## src/rtl/legv8_pkg.sv

```systemverilog
// Shared LEGv8 encoding definitions: operation and format enums, opcode
// constants, immediate field widths and the immediate range helper.
package legv8_pkg;

    typedef enum logic [3:0] {
        OP_ANDREG = 4'd0,
        OP_ORRREG = 4'd1,
        OP_ADDREG = 4'd2,
        OP_SUBREG = 4'd3,
        OP_ADDIMM = 4'd4,
        OP_SUBIMM = 4'd5,
        OP_MOVZ   = 4'd6,
        OP_B      = 4'd7,
        OP_CBZ    = 4'd8,
        OP_LDUR   = 4'd9,
        OP_STUR   = 4'd10
    } op_e;

    typedef enum logic [2:0] {
        FMT_R, FMT_I, FMT_D, FMT_B, FMT_CB, FMT_IW, FMT_BAD
    } fmt_e;

    localparam logic [10:0] OPC_AND  = 11'b10001010000;
    localparam logic [10:0] OPC_ORR  = 11'b10101010000;
    localparam logic [10:0] OPC_ADD  = 11'b10001011000;
    localparam logic [10:0] OPC_SUB  = 11'b11001011000;
    localparam logic [10:0] OPC_LDUR = 11'b11111000010;
    localparam logic [10:0] OPC_STUR = 11'b11111000000;
    localparam logic [9:0]  OPC_ADDI = 10'b1001000100;
    localparam logic [9:0]  OPC_SUBI = 10'b1101000100;
    localparam logic [5:0]  OPC_B    = 6'b000101;
    localparam logic [7:0]  OPC_CBZ  = 8'b10110100;
    localparam logic [8:0]  OPC_MOVZ = 9'b110100101;

    localparam int IMM12_W = 12;
    localparam int IMM9_W  = 9;
    localparam int IMM16_W = 16;
    localparam int IMM26_W = 26;
    localparam int IMM19_W = 19;

    typedef struct packed {
        logic [31:0] word;
        logic        legal;
        logic        in_range;
    } pack_t;

    function automatic fmt_e op_fmt(input logic [3:0] op);
        case (op)
            OP_ANDREG, OP_ORRREG, OP_ADDREG, OP_SUBREG: return FMT_R;
            OP_ADDIMM, OP_SUBIMM:                       return FMT_I;
            OP_LDUR, OP_STUR:                           return FMT_D;
            OP_B:                                       return FMT_B;
            OP_CBZ:                                     return FMT_CB;
            OP_MOVZ:                                    return FMT_IW;
            default:                                    return FMT_BAD;
        endcase
    endfunction

    // Bits above the field must be zero, or for signed fields a copy of the field's sign bit.
    function automatic logic imm_fits(input logic [25:0] imm, input int unsigned w,
                                      input logic is_signed);
        logic [25:0] hi_mask;
        logic [25:0] top_bit;
        logic [25:0] hi;
        hi_mask = ~((26'd1 << w) - 26'd1);
        top_bit = 26'd1 << (w - 1);
        hi      = imm & hi_mask;
        return (hi == 26'd0) || (is_signed && (hi == hi_mask) && |(imm & top_bit));
    endfunction

endpackage

```

## src/rtl/instr_encoder_field_pack.sv

```systemverilog
// Combinational LEGv8 field packer: op + register/immediate fields into a
// 32-bit word, with legality and immediate range flags.
module instr_field_pack
    import legv8_pkg::*;
(
    input  logic [3:0]  i_op,
    input  logic [4:0]  i_rd,
    input  logic [4:0]  i_rn,
    input  logic [4:0]  i_rm,
    input  logic [25:0] i_imm,
    input  logic [1:0]  i_hw,
    output pack_t       o_pack
);

    fmt_e        w_fmt;
    logic [10:0] w_ropc;

    assign w_fmt = op_fmt(i_op);

    always_comb begin
        case (i_op[1:0])
            2'd0:    w_ropc = OPC_AND;
            2'd1:    w_ropc = OPC_ORR;
            2'd2:    w_ropc = OPC_ADD;
            default: w_ropc = OPC_SUB;
        endcase
    end

    // Encoding is always truncating; the range flag is consumed only when checking is built in.
    always_comb begin
        o_pack.word     = 32'd0;
        o_pack.legal    = 1'b1;
        o_pack.in_range = 1'b1;
        case (w_fmt)
            FMT_R:  o_pack.word = {w_ropc, i_rm, 6'd0, i_rn, i_rd};
            FMT_I: begin
                o_pack.word     = {(i_op[0] ? OPC_SUBI : OPC_ADDI), i_imm[IMM12_W-1:0], i_rn, i_rd};
                o_pack.in_range = imm_fits(i_imm, IMM12_W, 1'b0);
            end
            FMT_D: begin
                o_pack.word     = {(i_op[0] ? OPC_LDUR : OPC_STUR), i_imm[IMM9_W-1:0], 2'b00, i_rn, i_rd};
                o_pack.in_range = imm_fits(i_imm, IMM9_W, 1'b1);
            end
            FMT_B:  o_pack.word = {OPC_B, i_imm[IMM26_W-1:0]};
            FMT_CB: begin
                o_pack.word     = {OPC_CBZ, i_imm[IMM19_W-1:0], i_rd};
                o_pack.in_range = imm_fits(i_imm, IMM19_W, 1'b1);
            end
            FMT_IW: begin
                o_pack.word     = {OPC_MOVZ, i_hw, i_imm[IMM16_W-1:0], i_rd};
                o_pack.in_range = imm_fits(i_imm, IMM16_W, 1'b0);
            end
            default: o_pack.legal = 1'b0;
        endcase
    end

endmodule

```

## src/rtl/instr_encoder.sv

```systemverilog
// LEGv8 instruction encoder / instruction-memory loader: one accepted
// instruction becomes one registered imem write. Define
// INSTR_ENC_RANGE_CHECK_EN to reject immediates that do not fit their field.
module instr_encoder
    import legv8_pkg::*;
#(
    parameter int CNT_W = 8
) (
    input  logic             CLK,
    input  logic             resetl,
    input  logic             start,
    input  logic [63:0]      start_addr,
    input  logic             in_valid,
    output logic             in_ready,
    input  logic [3:0]       op,
    input  logic [4:0]       rd,
    input  logic [4:0]       rn,
    input  logic [4:0]       rm,
    input  logic [25:0]      imm,
    input  logic [1:0]       hw,
    input  logic             last,
    output logic             imem_we,
    output logic [63:0]      imem_addr,
    output logic [31:0]      imem_wdata,
    output logic [CNT_W:0]   count,
    output logic             busy,
    output logic             done,
    output logic             err
);

    localparam logic [1:0] S_IDLE   = 2'd0;
    localparam logic [1:0] S_ACCEPT = 2'd1;
    localparam logic [1:0] S_WRITE  = 2'd2;
    localparam logic [1:0] S_DONE   = 2'd3;

    logic [1:0]     r_state;
    logic [63:0]    r_base;
    logic [63:0]    r_addr;
    logic [31:0]    r_wdata;
    logic           r_last;
    logic [CNT_W:0] r_count;
    logic           r_err;

    pack_t          w_pack;
    logic           w_accept;
    logic           w_range_ok;
    logic           w_full;

    instr_field_pack u_pack (
        .i_op   (op),
        .i_rd   (rd),
        .i_rn   (rn),
        .i_rm   (rm),
        .i_imm  (imm),
        .i_hw   (hw),
        .o_pack (w_pack)
    );

`ifdef INSTR_ENC_RANGE_CHECK_EN
    assign w_range_ok = w_pack.in_range;
`else
    logic w_unused_range;
    assign w_unused_range = w_pack.in_range;
    assign w_range_ok     = 1'b1;
`endif

    // count never exceeds DEPTH, so its MSB alone marks a full memory.
    assign w_full   = r_count[CNT_W];
    assign in_ready = (r_state == S_ACCEPT) && !start;
    assign w_accept = in_valid && in_ready;

    always_ff @(posedge CLK or negedge resetl) begin
        if (!resetl) begin
            r_state <= S_IDLE;
            r_base  <= 64'd0;
            r_addr  <= 64'd0;
            r_wdata <= 32'd0;
            r_last  <= 1'b0;
            r_count <= '0;
            r_err   <= 1'b0;
        end else if (start) begin
            // A new session from any state; a write in flight is abandoned.
            r_state <= S_ACCEPT;
            r_base  <= start_addr;
            r_last  <= 1'b0;
            r_count <= '0;
            r_err   <= 1'b0;
        end else begin
            case (r_state)
                S_ACCEPT: begin
                    if (w_accept) begin
                        if (w_full) begin
                            r_err   <= 1'b1;
                            r_state <= S_DONE;
                        end else if (!w_pack.legal || !w_range_ok) begin
                            r_err <= 1'b1;
                            if (last) r_state <= S_DONE;
                        end else begin
                            r_wdata <= w_pack.word;
                            r_addr  <= r_base + 64'({r_count, 2'b00});
                            r_last  <= last;
                            r_state <= S_WRITE;
                        end
                    end
                end
                S_WRITE: begin
                    r_count <= r_count + (CNT_W+1)'(1);
                    r_state <= r_last ? S_DONE : S_ACCEPT;
                end
                default: ;
            endcase
        end
    end

    // Strobe decodes straight from state so an async reset kills it at once.
    assign imem_we    = (r_state == S_WRITE) && !start;
    assign imem_addr  = r_addr;
    assign imem_wdata = r_wdata;
    assign count      = r_count;
    assign busy       = (r_state == S_ACCEPT) || (r_state == S_WRITE);
    assign done       = (r_state == S_DONE);
    assign err        = r_err;

endmodule

```

## config.mk

```make
export PLATFORM = sky130hd
export DESIGN_NAME = instr_encoder
export DESIGN_NICKNAME = d
export VERILOG_FILES = /design/src/rtl/legv8_pkg.sv /design/src/rtl/instr_encoder_field_pack.sv /design/src/rtl/instr_encoder.sv
export SDC_FILE = /design/constraint.sdc
export NUM_CORES = 1
export LEC_CHECK = 0
export BUFFER_PORTS_ARGS = -buffer_cell sky130_fd_sc_hd__buf_2
export CAP_MARGIN = 20
export CELL_PAD_IN_SITES_DETAIL_PLACEMENT = 1
export CELL_PAD_IN_SITES_GLOBAL_PLACEMENT = 1
export CORE_ASPECT_RATIO = 1.75
export CORE_MARGIN = 1.5
export CORE_UTILIZATION = 44
export CTS_CLUSTER_DIAMETER = 40
export CTS_CLUSTER_SIZE = 16
export DETAILED_ROUTE_END_ITERATION = 8
export GPL_TIMING_DRIVEN = 0
export PLACE_DENSITY_LB_ADDON = 0.2
export SYNTH_ARGS = -nofsm -noshare
export SYNTH_HDL_FRONTEND = slang
export SYNTH_SLANG_ARGS = --single-unit
```

## constraint.sdc

```tcl
create_clock -name CLK -period 7.05 [get_ports CLK]
set_input_delay 0.705 -clock CLK [delete_from_list [all_inputs] [get_ports CLK]]
set_output_delay 0.705 -clock CLK [all_outputs]
set_load 0.02 [all_outputs]
```

-- Word-level counts from Yosys, hierarchy flattened
Memory sizes are Yosys's and may differ from the RTL's.
Cells that the tools add are included.
- muxes and demuxes: 24
- $add $sub $neg: 2
- bitwise gates (word level): 2
- reduce and logical (&&, ||, !) cells: 17
- equal/unequal tests: 14
- operators by type and width (operator ; count):
    one-hot mux 32 bit (6 select lines) ; 1
    adder 64 x 11 -> 64 bit ; 1
    one-hot mux 10 bit (3 select lines) ; 1
    2-to-1 mux 9 bit ; 3
    2-to-1 mux 2 bit ; 7
    2-to-1 mux 1 bit ; 11
    adder 9 x 1 -> 9 bit, second input constant ; 1
    nonzero test 2 bit ; 4
    equality test 2 bit, second input constant ; 3
    equality test 3 x 2 -> 1 bit, second input constant ; 2
    equality test 3 bit, second input constant ; 2
    != test 3 bit, second input constant ; 2
    AND reduction 3 bit ; 2
    OR reduction 6 bit ; 1
    != test 5 bit, second input constant ; 1
    AND reduction 5 bit ; 1
    equality test 2 x 1 -> 1 bit, second input constant ; 2
    one-hot mux 2 bit (2 select lines) ; 1
    AND reduction 4 bit ; 1
    equality test 3 x 1 -> 1 bit, second input constant ; 1
    logical AND 1 bit ; 3
    logical NOT 3 bit ; 1
    nonzero test 3 bit ; 1
    logical NOT 2 bit ; 1
    4 further kinds ; 5
- output and inout port bits: 110
- register bits: 173
- input bits: 116
- memories: 1
- memory bits (read-only): 48
- word-level logic and storage cells: 67
- memory list (memory ; words ; width ; rd ports ; clocked after Yosys merged registers in ; wr ports ; line ; RTL):
    (name not given) ; 16 ; 3 ; 1 ; 0 ; 0 ; legv8_pkg.sv:48 ; case (op)

-- Depth between registers and ports, before layout
An unclocked memory read counts as a cell.
- depth after elaboration: 9
- gate-level depth with buffers: 13
- mapped depth without buffers: 9

-- Cells and area by module
Synthesis repeated with hierarchy kept, for this count alone.
- cells, all modules: 912
- area, all modules: 8966.1 µm²
- modules (own cells, without submodules) (module ; area each (µm²) ; sequential area each (µm²) ; cells an instance ; times used):
    instr_encoder ; 8146.6 ; 4329.2 ; 786 ; 1
    instr_field_pack ; 819.5 ; 0.0 ; 126 ; 1

-- Worst setup path after synthesis
Ideal clock, no wire load.
- kind: in2reg
- from: input port op[0]
- to: register r_wdata[25], in the netlist imem_wdata[25]
- stages on the path: 11
- data required time: 6.918 ns
- data arrival time: 2.657 ns
- setup time: 0.132 ns
- path slack: 4.261 ns
- buffers on the path: 3
- path through: inv_1 ha_1 nand2b_1 o22ai_1 or2_1 clkbuf_1 or3_1 buf_2 buf_4 a2111oi_0 nor2_1
- cells in the longest elaborated chain, start to end: 5
- elaborated cells on any way between the ends: 11
- those cells by class: 5 x eq/ne; 2 x mux; 3 x reduce/logical; 1 x memory
- ends and longest elaborated chain (element ; line ; RTL):
    start: declaration ; instr_encoder.sv:15 ; input logic [3:0] op,
    memory read (16 x 3 bit) * ; - ;
    equality test 3 x 1 -> 1 bit, or another cell as far along ; - ;
    OR reduction 6 bit (no source line) ; - ;
    2-to-1 mux 1 bit ; instr_encoder_field_pack.sv:34 ; case (w_fmt)
    AND reduction 5 bit (no source line) ; - ;
    end signal: assignment ; instr_encoder.sv:99 ; r_wdata <= w_pack.word;
    end: declaration ; instr_encoder.sv:39 ; logic [31:0] r_wdata;
Every way passes the cells marked *; elsewhere a longest branch is shown, timed or not.
A chain may end at the register's enable or synchronous reset.

-- Worst setup path in the final report
- from: input port op[0]
- to: register r_wdata[13], in the netlist imem_wdata[13]
Same word-level chain as after synthesis.

==> results.md <==
- Slowest cell on crit path: clkbuf_1
- GRT overflow: 0
- Clk sink count: 173
- Clock buffer count from CTS: 17
- Min Tclk post-route: 3.232 ns
- Post-CTS setup buffer count: 0
- Slew Limit Fails: 0
- Gate power share: 0.323
- Pint: 2.249 mW
- Clock Pin Slew Worst Setup and Hold Paths: approximately 0.06 ns
- Mapped Area: roughly 8700 µm²
- Initial core utilization: 0.4515
- CTS H-tree lvls: 4
- Synth cell types: 62
- Die area: around 21000 µm²
- Seq/Total Area, Yosys: 0.4973
- Syn Area/Cell: ~10 µm²
- Syn Inst Count: 857
- Crit Path Class: in -> reg
- Row count: 67
- Crit-path cells: buf_2 -> inv_1 -> ha_1 -> nand2b_1 -> o22ai_1 -> or2_1 -> clkbuf_1 -> nor3_1 -> clkbuf_1 -> buf_2 -> a31oi_1
- CTS max path bufs: 2
- Nets@finish: about 1200
- Max Clock Freq: between 300 and 400 MHz
- Net Sw Frac: 0.3771
- WP data arrival: ~3.5 ns
- Buffers added on ports: 224
- CP max stage delay: about 0.53 ns
- Part of the power in the clock network: 0.263
- Reg2reg start: count[8]
- EDFF count, synth: 0
- Via/cell ratio: ~5.8
- Top FF cell, synth: dfrtp_1
- Period utilisation layout: 0.4585
- First-pass GRT wire length: 44260 µm
- Pwr dens: 336.0 nW/µm²
- Critical path launch point type: input port
- VDD IR-drop max: 0.1812 mV
- Initial antenna violation count: 1
- Clk root buf: clkbuf_16
- Worst slew pin tran: 1.066 ns
- Run status: finished, final reports clean
- Area Overhead vs Synth: 23.45%
- TNS Setup: 0 ns
- Max Cap Viol: 0
- # resized after CTS: 0
- Placed instance area: 10170 µm²
- Lkg Pwr: 4.905 nW
- Total global-route track usage: 0.2819
- Sw power: 1.362 mW
- Final WL: 28230 µm
- Skew-Pair Late Insertion Delay: 0.44 ns
- Largest net degree at the start of global routing: 91
- Flop pwr share: 0.414
- Core ar.: ~19000 µm²
- Hold-fix buffers, CTS: 0
- Avg WL per Cell: 20.86 µm
- IO Pins: around 230
- Syn nets: 992
- Layout cells sized above 1: 0.3040
- FFs w/ async S/R, synth: 1.000
- Synth Register Bits: between 150 and 200
- DRC viols: 0
- Reg2Reg Setup Slack: 3.84 ns
- Slew HR: 0.2876
- Count of final setup violators: 0
- Most frequent cells in the layout: buf_2, dfrtp_1, nand2_1
- Worst hold path type: in -> async
- Initial DRC count: 399
- Vias after detailed routing: 7809
- Final Instance Area: 10750 µm²
- Die Wd: between 100 and 150 µm
- Final ANT Viol Nets: 0
- Yosys warns: 0
- CTS tree: done
- CP required: around 7.4 ns
- Pre-antenna DRT Iters: 7
- Die Span Y: 189.1 µm
- Number of global-route vias before repair: between 8000 and 9000
- GPL Wtd Cong: 0.8351
- Critical Path Sink Type: flip-flop
- Crit-path max FO: 10
- CP startpoint: op[0]
- Final hold violations: 0
- FF-to-FF path depth: 9
- Reg-to-Reg End: imem_addr[47]
- Ant diodes: 0
- Skew final: 0.006578 ns
- RSZ-0062 raised after global routing: false
- Hpwl dp: 21370 µm
- Most common cell after layout, fill and taps aside: buf_2
==> critical path: cells and delay by family <==
kind | cells | cell delay, ns
adder cells (fa/ha/maj) | 1 | 0.39
buffers and inverters | 5 | 1.39
AND/OR/NAND/NOR | 3 | 0.76
AO/OA/AOI/OAI | 2 | 0.27
==> area by class of cell <==
| cell class | instances | area (µm²) |
|---|---|---|
| Clock buffer | 21 | 470.5 |
| Sequential cell | 173 | 4329 |
| Buffer | 47 | 202.7 |
| Timing Repair Buffer | 225 | 1159 |
| Multi-Input combinational cell | 621 | 4114 |
| Fill cell | 2254 | 8533 |
| Clock inverter | 9 | 111.4 |
| Inverter | 16 | 60.06 |
| Tap cell | 241 | 301.5 |
==> synth_stat cells, types with 3 or more instances <==
cell type / n / share of area
or2_2: 3 / 0.0022
nor2_1: 69 / 0.030
or4_1: 9 / 0.0078
nor3b_1: 4 / 0.0034
nor4_1: 7 / 0.0050
nand4_1: 15 / 0.011
buf_4: 4 / 0.0034
mux2_2: 58 / 0.075
dfrtp_1: 173 / 0.50
a22oi_1: 6 / 0.0052
clkbuf_1: 37 / 0.016
nand2_1: 119 / 0.051
buf_2: 3 / 0.0017
a31oi_1: 21 / 0.015
o211ai_1: 4 / 0.0034
nor2b_1: 5 / 0.0036
and3_1: 6 / 0.0043
or3_1: 10 / 0.0072
and2_1: 3 / 0.0022
a21oi_1: 19 / 0.011
o21ai_0: 75 / 0.043
o21ai_2: 4 / 0.0040
o2111ai_1: 4 / 0.0040
ha_1: 18 / 0.026
a221oi_1: 7 / 0.0070
xnor2_1: 37 / 0.037
inv_1: 16 / 0.0069
nand3_1: 17 / 0.0098
xor2_1: 18 / 0.018
nor3_1: 11 / 0.0063
a21o_1: 10 / 0.0086
a222oi_1: 17 / 0.020
o31ai_1: 6 / 0.0052
a2111oi_0: 4 / 0.0040
o21ai_1: 3 / 0.0017
nand2b_1: 4 / 0.0029
==> flip-flops by register name (all words and copies together), names as in the netlist <==
name / count
r_last: 1
err: 1
imem_wdata: 32
r_base: 64
count: 9
r_state: 2
imem_addr: 64
==> power by group through the flow <==
stage / Combinational, mW / Clock [mW] / Sequential [mW]
finish: 1.17 / 0.950 / 1.49
global route: 1.28 / 0.994 / 1.53
CTS: 1.18 / 0.964 / 1.50
detailed placement: 1.18 / 0 / 1.51
global placement: 1.14 / 0 / 1.50
floorplan: 0.360 / 0 / 1.81
==> worst max-delay path by stage <==
stage,slack (ns),endpoint,cells past startpoint
after floorplan,4.26,imem_wdata[25],11
after global placement,2.45,r_base[41],1
after detailed placement,3.41,imem_addr[39],11
after CTS,3.87,imem_wdata[13],11
after global routing,3.63,imem_addr[41],12
final,3.82,imem_wdata[13],11
==> cell families (layout without fill, tap and decap cells) <==
group	after synthesis	after routing	synth area share
simple gates	297	297	0.1693
buf+inv	63	318	0.03018
mux	59	59	0.07617
flops	173	173	0.4973
fa+ha+maj	19	19	0.02817
compound gates	191	191	0.1436
xor+xnor	55	55	0.05533
==> per-stage QoR <==
step	std cells	setup slack [ns]	total power [mW]	util	hold slack, ns
final	1353	3.818	3.611	0.5574	0.2354
after detailed placement	1323	3.411	2.689	0.5273	0.4575
after floorplan	857	4.261	2.171	-	0.4094
after global placement	1322	2.454	2.636	0.5253	0.4428
after CTS	1353	3.869	3.642	0.5574	0.2648
after global routing	1353	3.629	3.803	0.5574	0.2891
==> per-layer routing <==
layer | wire [µm] | global-route usage
met4 | 1234 | 0.1429
met3 | 1301 | 0.05336
met2 | 15160 | 0.5062
met1 | 10520 | 0.3074
met5 | 13 | 0
(Power assumes the default switching activity.)
